File: src/rtl/arith_share_arbiter_if.sv
// Request/response bundle between two requesters and the shared add/sub arbiter.
// The master side drives the requests and response-ready; the slave side is the arbiter.
interface arith_share_arbiter_if #(
  parameter int WIDTH = 32
);
  logic [1:0]       req_valid;
  logic [1:0]       req_ready;
  logic [WIDTH-1:0] req_a0;
  logic [WIDTH-1:0] req_b0;
  logic [3:0]       req_op0;
  logic [WIDTH-1:0] req_a1;
  logic [WIDTH-1:0] req_b1;
  logic [3:0]       req_op1;
  logic [1:0]       rsp_valid;
  logic [1:0]       rsp_ready;
  logic [WIDTH-1:0] rsp_result;
  logic             rsp_zero;
  logic             rsp_err;
  logic             busy;

  modport master (
    output req_valid, req_a0, req_b0, req_op0, req_a1, req_b1, req_op1, rsp_ready,
    input  req_ready, rsp_valid, rsp_result, rsp_zero, rsp_err, busy
  );

  modport slave (
    input  req_valid, req_a0, req_b0, req_op0, req_a1, req_b1, req_op1, rsp_ready,
    output req_ready, rsp_valid, rsp_result, rsp_zero, rsp_err, busy
  );
endinterface

File: src/rtl/arith_share_arbiter.sv
// Round-robin shared add/sub unit for two requesters; accept -> rsp_valid in 2 cycles.
// Backpressure: no new request is accepted until the owning requester takes the response.
module arith_share_arbiter #(
  parameter int WIDTH = 32
) (
  input  logic                   i_clk,
  input  logic                   i_rst,
  arith_share_arbiter_if.slave   io
);

  localparam logic [3:0] OP_ADD = 4'b0000;
  localparam logic [3:0] OP_SUB = 4'b0010;

  typedef enum logic [1:0] {
    S_IDLE = 2'd0,
    S_EXEC = 2'd1,
    S_RESP = 2'd2
  } state_t;

  typedef struct packed {
    logic [3:0]       op;
    logic [WIDTH-1:0] a;
    logic [WIDTH-1:0] b;
  } opnd_t;

  state_t           r_state;
  state_t           w_next;
  logic             r_prio;
  logic             r_id;
  opnd_t            r_opnd;
  opnd_t            w_sel;
  logic [WIDTH-1:0] r_result;
  logic             r_zero;
  logic             r_err;
  logic [1:0]       w_grant;
  logic             w_accept;
  logic             w_op_ok;
  logic [WIDTH-1:0] w_b_eff;
  logic [WIDTH-1:0] w_sum;
  logic [WIDTH-1:0] w_res;

  // Only a contested cycle consults prio; a lone requester always wins.
  always_comb begin
    w_grant = 2'b00;
    case (io.req_valid)
      2'b01:   w_grant = 2'b01;
      2'b10:   w_grant = 2'b10;
      2'b11:   w_grant = r_prio ? 2'b10 : 2'b01;
      default: w_grant = 2'b00;
    endcase
  end

  assign w_accept = |(io.req_valid & io.req_ready);
  assign w_sel    = w_grant[1] ? '{op: io.req_op1, a: io.req_a1, b: io.req_b1}
                               : '{op: io.req_op0, a: io.req_a0, b: io.req_b0};

  // SUB is A + ~B with the carry-in taken from opcode bit 1 (0 for ADD).
  assign w_op_ok = (r_opnd.op == OP_ADD) || (r_opnd.op == OP_SUB);
  assign w_b_eff = (r_opnd.op == OP_SUB) ? ~r_opnd.b : r_opnd.b;
  assign w_sum   = r_opnd.a + w_b_eff + {{(WIDTH-1){1'b0}}, r_opnd.op[1]};
  assign w_res   = w_op_ok ? w_sum : '0;

  always_ff @(posedge i_clk or posedge i_rst) begin
    if (i_rst) begin
      r_state <= S_IDLE;
    end else begin
      r_state <= w_next;
    end
  end

  always_comb begin
    w_next = r_state;
    case (r_state)
      S_IDLE:  if (w_accept) w_next = S_EXEC;
      S_EXEC:  w_next = S_RESP;
      S_RESP:  if (io.rsp_ready[r_id]) w_next = S_IDLE;
      default: w_next = S_IDLE;
    endcase
  end

  always_comb begin
    io.req_ready = 2'b00;
    io.rsp_valid = 2'b00;
    io.busy      = 1'b0;
    if (r_state == S_IDLE && !i_rst) begin
      io.req_ready = w_grant;
    end
    if (r_state == S_RESP) begin
      io.rsp_valid = r_id ? 2'b10 : 2'b01;
    end
    if (r_state != S_IDLE) begin
      io.busy = 1'b1;
    end
  end

  always_ff @(posedge i_clk or posedge i_rst) begin
    if (i_rst) begin
      r_prio   <= 1'b0;
      r_id     <= 1'b0;
      r_opnd   <= '0;
      r_result <= '0;
      r_zero   <= 1'b0;
      r_err    <= 1'b0;
    end else begin
      if (r_state == S_IDLE && w_accept) begin
        r_opnd <= w_sel;
        r_id   <= w_grant[1];
      end
      if (r_state == S_EXEC) begin
        r_result <= w_res;
        r_zero   <= (w_res == '0);
        r_err    <= !w_op_ok;
      end
      if (r_state == S_RESP && io.rsp_ready[r_id]) begin
        r_prio <= ~r_id;
      end
    end
  end

  assign io.rsp_result = r_result;
  assign io.rsp_zero   = r_zero;
  assign io.rsp_err    = r_err;

endmodule

File: src/flat_wrapper.sv
// flat-port wrapper written by rule: the top's interface ports become plain ports
module arith_share_arbiter_flat 
#(
  parameter int WIDTH = 32
)
  (i_clk, i_rst, io_req_valid, io_req_a0, io_req_b0, io_req_op0, io_req_a1, io_req_b1, io_req_op1, io_rsp_ready, io_req_ready, io_rsp_valid, io_rsp_result, io_rsp_zero, io_rsp_err, io_busy);
  arith_share_arbiter_if #(.WIDTH(WIDTH)) io_i ();
  input  logic i_clk;
  input  logic i_rst;
  input wire logic [$bits(io_i.req_valid)-1:0] io_req_valid;
  input wire logic [$bits(io_i.req_a0)-1:0] io_req_a0;
  input wire logic [$bits(io_i.req_b0)-1:0] io_req_b0;
  input wire logic [$bits(io_i.req_op0)-1:0] io_req_op0;
  input wire logic [$bits(io_i.req_a1)-1:0] io_req_a1;
  input wire logic [$bits(io_i.req_b1)-1:0] io_req_b1;
  input wire logic [$bits(io_i.req_op1)-1:0] io_req_op1;
  input wire logic [$bits(io_i.rsp_ready)-1:0] io_rsp_ready;
  output wire logic [$bits(io_i.req_ready)-1:0] io_req_ready;
  output wire logic [$bits(io_i.rsp_valid)-1:0] io_rsp_valid;
  output wire logic [$bits(io_i.rsp_result)-1:0] io_rsp_result;
  output wire logic [$bits(io_i.rsp_zero)-1:0] io_rsp_zero;
  output wire logic [$bits(io_i.rsp_err)-1:0] io_rsp_err;
  output wire logic [$bits(io_i.busy)-1:0] io_busy;
  assign io_i.req_valid = io_req_valid;
  assign io_i.req_a0 = io_req_a0;
  assign io_i.req_b0 = io_req_b0;
  assign io_i.req_op0 = io_req_op0;
  assign io_i.req_a1 = io_req_a1;
  assign io_i.req_b1 = io_req_b1;
  assign io_i.req_op1 = io_req_op1;
  assign io_i.rsp_ready = io_rsp_ready;
  assign io_req_ready = io_i.req_ready;
  assign io_rsp_valid = io_i.rsp_valid;
  assign io_rsp_result = io_i.rsp_result;
  assign io_rsp_zero = io_i.rsp_zero;
  assign io_rsp_err = io_i.rsp_err;
  assign io_busy = io_i.busy;
  arith_share_arbiter #(.WIDTH(WIDTH)) u_core (.i_clk(i_clk), .i_rst(i_rst), .io(io_i));
endmodule
File: config.mk
export PLATFORM = sky130hd
export DESIGN_NAME = arith_share_arbiter_flat
export DESIGN_NICKNAME = d
export VERILOG_FILES = /design/src/rtl/arith_share_arbiter_if.sv /design/src/rtl/arith_share_arbiter.sv /design/src/flat_wrapper.sv
export SDC_FILE = /design/constraint.sdc
export NUM_CORES = 1
export LEC_CHECK = 0
export ABC_CLOCK_PERIOD_IN_PS = 13000
export BUFFER_PORTS_ARGS = -buffer_cell sky130_fd_sc_hd__buf_2
export CORE_MARGIN = 2
export CORE_UTILIZATION = 30
export CTS_BUF_LIST = sky130_fd_sc_hd__clkbuf_4 sky130_fd_sc_hd__clkbuf_8 sky130_fd_sc_hd__clkbuf_16
export CTS_CLUSTER_DIAMETER = 100
export CTS_CLUSTER_SIZE = 14
export DETAILED_ROUTE_END_ITERATION = 10
export HOLD_SLACK_MARGIN = 0.05
export MAX_ROUTING_LAYER = met4
export PLACE_DENSITY = 0.46
export SETUP_SLACK_MARGIN = 0.3
export SYNTH_ARGS = -nofsm -noshare
export SYNTH_HDL_FRONTEND = slang
export SYNTH_SLANG_ARGS = --single-unit
File: constraint.sdc
create_clock -name i_clk -period 13 [get_ports i_clk]
set_input_delay 1.95 -clock i_clk [delete_from_list [all_inputs] [get_ports i_clk]]
set_output_delay 1.95 -clock i_clk [all_outputs]
set_load 0.005 [all_outputs]
==> impl_metrics.toml, run 1 <==
[outcome]
status = "complete, no violations"

[grt]
antenna_found_initial = 0
grt_overflow = 0
grt_pass1_wl_mm = 29.1
grt_use_total_pct = 15.9
grt_pass1_vias = 5468
grt_max_degree = 72

[logic_synthesis]
ys_seq_area_share_pct = 39.3
yosys_most_used_dff = "dfrtp_1"
synth_top_cell_area_share_pct = 39.3
syn_avg_cell_area_sq_um = 9.21
yosys_warnings = 0
synth_area_sq_um = 6740
netlist_instances = 732
synth_area_leader_cell = "dfrtp_1"
synth_edf_count = 0
synth_area_leaders = "dfrtp_1 39%, mux2i_1 11%, o21ai_0 7.8%, nand2_1 6.6%, ha_1 5.6%"
syn_nets = 906
async_reset_ff_share_pct = 100
synth_cell_types = 62
ys_seq_elements = 106

[setup_path]
r2r_cells = 16
crit_path_start_kind = "input port"
reg2reg_to = "u_core.io.rsp_zero$_DFFE_PP0N_"
required_ns = 11.05
path_class = "in -> out"
end_kind = "output port"
ff2ff_setup_slack_ns = 8.33
worstPathMaxFanout = 24
cp_data_arrival_time_ns = 3.32
r2r-start = "u_core.r_opnd[64]$_DFFE_PP0P_"

[timing]
hold_viol = 0
tightest_slew_ns = 1.04
fin_crit_ns = 5.27
max_freq_ghz = 0.190
rsz0062_at_grt = "false"
tns_ns = 0
whs_ns = 0.478
drv_slew = 0
setup_viol = 0
finalClockSkew_ns = 0.0100
min_period_over_period_pct = 40.6
relSlewSlack_pct = 30.6

[die]
ios = 181
initial_utilization_pct = 30.7
core_sq_um = 22000
chipWidth_microns = 154
fp.dieH_microns = 154
dieArea_sq_um = 23700
rows = 54

[final_layout]
final_core_util_pct = 37.4
final_cell_area_sq_um = 8200
nets = 1066
area_growth_pct = 21.7
antenna_cells = 0
nFillCells = 2279
drive_gt1_share_pct = 25.6

[detailed_routing]
ant_nets = 0
first_iter_violations = 240
routedWlPerCell_microns = 15.1
drc = 0
drtPass1Iterations = 6
viasPerCell = 4.80
wl_mm = 17.7
vias = 5645

[clock_tree]
clock_latency_ns = 0.36
cts_resized = 0
holdBufCountCts = 0
cts_buffer_depth = 2
clkSinkCount = 106
cts_inserted_buffers = 9
clk_pin_slew_ns = 0.07
cts.htree.levels = 3
cts-root-buf = "clkbuf_16"
cts_setup_buffers = 0
cts_tree = "yes"

[place]
hpwl_mm = 13.7
io_buffers = 180
finalWeightedCongestion = 0.864
placed_area_sq_um = 7920

[worst_hold_path]
holdPathEnd = "u_core.io.rsp_result[27]$_DFFE_PP0N_"
hold_class = "reg -> reg"
min_path_cells = 2
worstHoldStart = "u_core.io.rsp_result[27]$_DFFE_PP0N_"

[flow_run]
maxCapViolCount = 0

[pwr]
p_leak_nw = 4.25
p_per_area_nw_per_um2 = 288
ir_drop_mv = 0.0909
## Yosys cell counts (3+ instances only)
| cell type | n |
|---|---|
| a21oi_1 | 28 |
| xor2_1 | 41 |
| ha_1 | 30 |
| a21o_1 | 7 |
| nand2_1 | 119 |
| o21ai_1 | 4 |
| o21bai_1 | 6 |
| xnor2_1 | 10 |
| dfrtp_1 | 106 |
| buf_1 | 3 |
| nor2_1 | 27 |
| and3_1 | 3 |
| o21a_1 | 3 |
| and2_1 | 6 |
| a21oi_2 | 3 |
| o2111a_1 | 4 |
| a22o_1 | 13 |
| o41ai_1 | 4 |
| nand4_1 | 8 |
| or2_2 | 3 |
| and4_1 | 4 |
| inv_1 | 14 |
| a31oi_1 | 4 |
| o21ai_0 | 105 |
| nand3_1 | 8 |
| o31ai_1 | 7 |
| nor3_1 | 10 |
| mux2_2 | 3 |
| nand2b_1 | 4 |
| clkbuf_1 | 32 |
| mux2i_1 | 71 |
## logic make-up after synthesis
kind of cell,after synthesis,synth area share [%]
compound gates,208,19.4
xor+xnor,51,6.62
fa+ha+maj,32,6.16
buf+inv,53,3.21
flops,106,39.3
mux,74,11.0
simple gates,208,14.2
## worst max-delay path, cell delays in order
cell,delay (ns)
buf_2,0.07
inv_1,0.06
o21ai_4,0.78
nor3_1,0.25
buf_2,0.21
## flip-flops by register name, indices dropped and copies added (netlist names)
signal and cells:
u_core.r_state 2, u_core.io.rsp_zero 1, u_core.r_prio 1, u_core.r_id 1, u_core.r_opnd 68, u_core.io.rsp_err 1, u_core.io.rsp_result 32
## how the worst max path moves through the flow
stage	endpoint	start	cells after the start	slack [ns]
after CTS	io_req_ready[1]	io_req_valid[0]	5	7.69
after global routing	io_req_ready[1]	io_req_valid[0]	5	7.58
final	io_req_ready[1]	io_req_valid[0]	5	7.73
after global placement	io_req_ready[1]	io_req_valid[0]	5	7.74
after detailed placement	io_req_ready[1]	io_req_valid[0]	5	7.69
after floorplan	u_core.io.rsp_err$_DFFE_PP0N_	i_rst	1	8.26
## cell usage in the layout, fill, tap and decap left out, types with 9 or more instances in the layout
master and instances:
nor3_1 10, mux2i_1 71, o21ai_0 105, xor2_1 41, a21oi_1 28, a22o_1 13, xnor2_1 10, nor2_1 25
inv_1 13, nand2_1 119, buf_2 180, ha_1 30, clkbuf_16 9, dfrtp_1 106
## routing by layer
layer	vias up	global-route usage, %	wire length (microns)
li1	2941	-	-
met4	0	4.01	189
met5	-	-	0
met1	2562	21.5	8660
met2	127	24.6	8150
met3	15	3.04	745
## cell type report
| cell class | instances | area [sq um] | area share (%) |
|---|---|---|---|
| clock buffer | 11 | 240 | 2.93 |
| inverter | 14 | 55.1 | 0.671 |
| clock inverter | 5 | 41.3 | 0.503 |
| multi-input combinational | 573 | 3900 | 47.6 |
| sequential | 106 | 2650 | 32.3 |
| timing repair buffer | 188 | 961 | 11.7 |
| tap | 280 | 350 | 4.27 |
## through the flow
| step | cells | setup slack [ns] | total power, mW |
|---|---|---|---|
| detailed placement | 1161 | 7.69 | 2.11 |
| global route | 1177 | 7.58 | 2.59 |
| CTS | 1177 | 7.69 | 2.38 |
| floorplan | 732 | 8.26 | 1.69 |
| finish | 1177 | 7.73 | 2.36 |
| global placement | 1161 | 7.74 | 2.10 |
## where the power goes
part	internal, mW	switching, mW	total, mW
logic	0.591	0.935	1.53
clock network	0.135	0.130	0.265
registers	0.476	0.0945	0.570
No activity file was read; power rests on OpenSTA's default activity.
==> run 2, diff against run 1 <==
- ABC_CLOCK_PERIOD_IN_PS: 13000 -> 5030
- clock period: 13 -> 5.03 ns (I/O delays scaled with it)
==> run 2 against run 1 <==
Against the previous run:
- routed wire length increased by 3.9%
- setup slack got worse by 6.9 ns
- largest cell class unchanged
- global-route usage up 0.59 points
- critical endpoint is now u_core.io.rsp_zero$_DFFE_PP0N_
- sequential power grew to 2.6 times the previous value
- final area up 0.43%
- clock-buffer cell count is 2 higher
==> impl_metrics.toml, run 2 (synthesized netlist as in run 1, its figures left out) <==
[clock_tree]
cts_resized = 0
holdBufCountCts = 0
cts_buffer_depth = 2
cts_tree = "yes"
clk_pin_slew_ns = 0.07
cts.htree.levels = 3
cts-root-buf = "clkbuf_16"
cts_inserted_buffers = 9
clkSinkCount = 106
clock_latency_ns = 0.36
cts_setup_buffers = 0

[die]
ios = 181
core_sq_um = 22000
chipWidth_microns = 154
fp.dieH_microns = 154
dieArea_sq_um = 23700
rows = 54
initial_utilization_pct = 30.7

[worst_hold_path]
worstHoldStart = "u_core.io.rsp_result[2]$_DFFE_PP0N_"
hold_class = "reg -> reg"

[final_layout]
mostFrequentLayoutCell = "buf_2"
drive_gt1_share_pct = 25.6
final_cell_mix = "180 x buf_2, 119 x nand2_1, 106 x dfrtp_1, 105 x o21ai_0, 71 x mux2i_1"
largest_register_ffs = 68
area_growth_pct = 22.2
antenna_cells = 0
nets = 1067
nFillCells = 2272
regMostFlops = "u_core.r_opnd"

[detailed_routing]
routedWlPerCell_microns = 15.7
ant_nets = 0
met2RoutedLength_mm = 8.37
first_iter_violations = 235
drt-met1-wl_mm = 8.86
topRoutingLayerUsed = "met4"
wl_met3_mm = 1.04
drtPass1Iterations = 4
vias = 5603
drc = 0
wl_mm = 18.4
viasPerCell = 4.76

[timing]
tns_ns = 0
setup_viol = 0
min_period_over_period_pct = 83.5
layout_setup_ws_ns = 0.828
relSlewSlack_pct = 29.7
max_freq_ghz = 0.238
fin_crit_ns = 4.20
finalClockSkew_ns = 0.0132
hold_viol = 0
rsz0062_at_grt = "false"
drv_slew = 0
tightest_slew_ns = 1.05

[place]
post-place-ws_ns = 0.875
hpwl_mm = 14.5
finalWeightedCongestion = 0.894
io_buffers = 180

[setup_path]
worstSetupStartpoint = "u_core.r_opnd[64]$_DFFE_PP0P_"
crit_path_start_kind = "register"
worst-path-buf-inv = 1
worstPathMaxFanout = 17
max_stage_delay_ns = 0.43
r2r-start = "u_core.r_opnd[64]$_DFFE_PP0P_"
path_delay_family = "compound AO/OA/AOI/OAI gates"
path_cells = "or3_1, nor2_4, buf_4, xor2_1, ha_1, a21oi_1, o21ai_0, a22o_1, o2111ai_1, a41oi_1, o41ai_1, mux2i_1, nand4_1, o31ai_2"
required_ns = 5.31
path_class = "reg -> reg"
crit_path_top_delay_cell = "or3_1"
end_kind = "register"
cp_data_arrival_time_ns = 4.48

[pwr]
ir_drop_mv = 0.213
p_per_area_nw_per_um2 = 753
p_leak_nw = 4.28

[grt]
grt_use_total_pct = 16.5
grt_pass1_wl_mm = 29.8
grt_overflow = 0
grt_max_degree = 84
antenna_found_initial = 0
grt_pass1_vias = 5530

[outcome]
status = "complete, no violations"

[flow_run]
maxCapViolCount = 0
==> run 2: cell count changes in the layout (fill, tap and decap cells not counted), sizes merged <==
cell      before  now
buf          188  189
bufinv         0    1
clkbuf        11   13
clkinv         3    1
clkinvlp       2    0
==> run 2: path summary, 6_finish.rpt <==
check / endpoint / slack (ns) / depth (start not counted)
setup / recovery: u_core.io.rsp_zero$_DFFE_PP0N_ / 0.83 / 14
hold / removal: u_core.io.rsp_result[2]$_DFFE_PP0N_ / 0.47 / 2
setup reg to reg: u_core.io.rsp_zero$_DFFE_PP0N_ / 0.83 / 14
hold reg to reg: u_core.io.rsp_result[2]$_DFFE_PP0N_ / 0.47 / 2
max in group asynchronous: u_core.r_opnd[16]$_DFFE_PP0P_ / 3.40 / 3
min in group asynchronous: u_core.io.rsp_result[5]$_DFFE_PP0N_ / 0.55 / 2
==> run 2: layout make-up <==
cell class | count | area (sq um) | area share [%]
Multi-Input combinational cell | 573 | 3900 | 47.4
Tap cell | 280 | 350 | 4.25
Clock inverter | 2 | 35.0 | 0.425
Inverter | 14 | 55.1 | 0.668
Clock buffer | 13 | 274 | 3.33
Sequential cell | 106 | 2650 | 32.2
Timing Repair Buffer | 189 | 968 | 11.8
==> run 2: per-layer routing <==
metal | global-route usage (%) | up-vias
met5 | - | -
met4 | 3.92 | 0
met3 | 3.44 | 13
met2 | 25.3 | 131
met1 | 22.3 | 2517
li1 | - | 2942
==> run 2: power breakdown <==
group / total, mW / internal, mW / leakage, nW / switching (mW)
Clock: 0.745 / 0.429 / 0.155 / 0.316
Combinational: 3.97 / 1.53 / 2.78 / 2.43
Sequential: 1.49 / 1.23 / 1.34 / 0.263
==> run 2: worst reg2reg max path, delay by kind of cell, from the launching register on <==
kind	cells	cell delay [ns]
AND/OR/NAND/NOR	3	0.74
adder cells (fa/ha/maj)	1	0.30
buffers and inverters	1	0.32
flip-flops	1	0.39
multiplexers	1	0.34
AO/OA/AOI/OAI	7	1.85
XOR/XNOR	1	0.19
==> run 2: through the flow <==
stage	power [mW]	util, %	cell area (sq um)	instances	hold WS [ns]
global route	6.81	37.5	8240	1177	0.512
detailed placement	5.47	36.1	7930	1162	0.464
CTS	6.24	37.5	8240	1177	0.479
global placement	5.49	36.1	7930	1162	0.462
floorplan	4.36	-	6740	732	0.450
finish	6.21	37.5	8240	1177	0.473
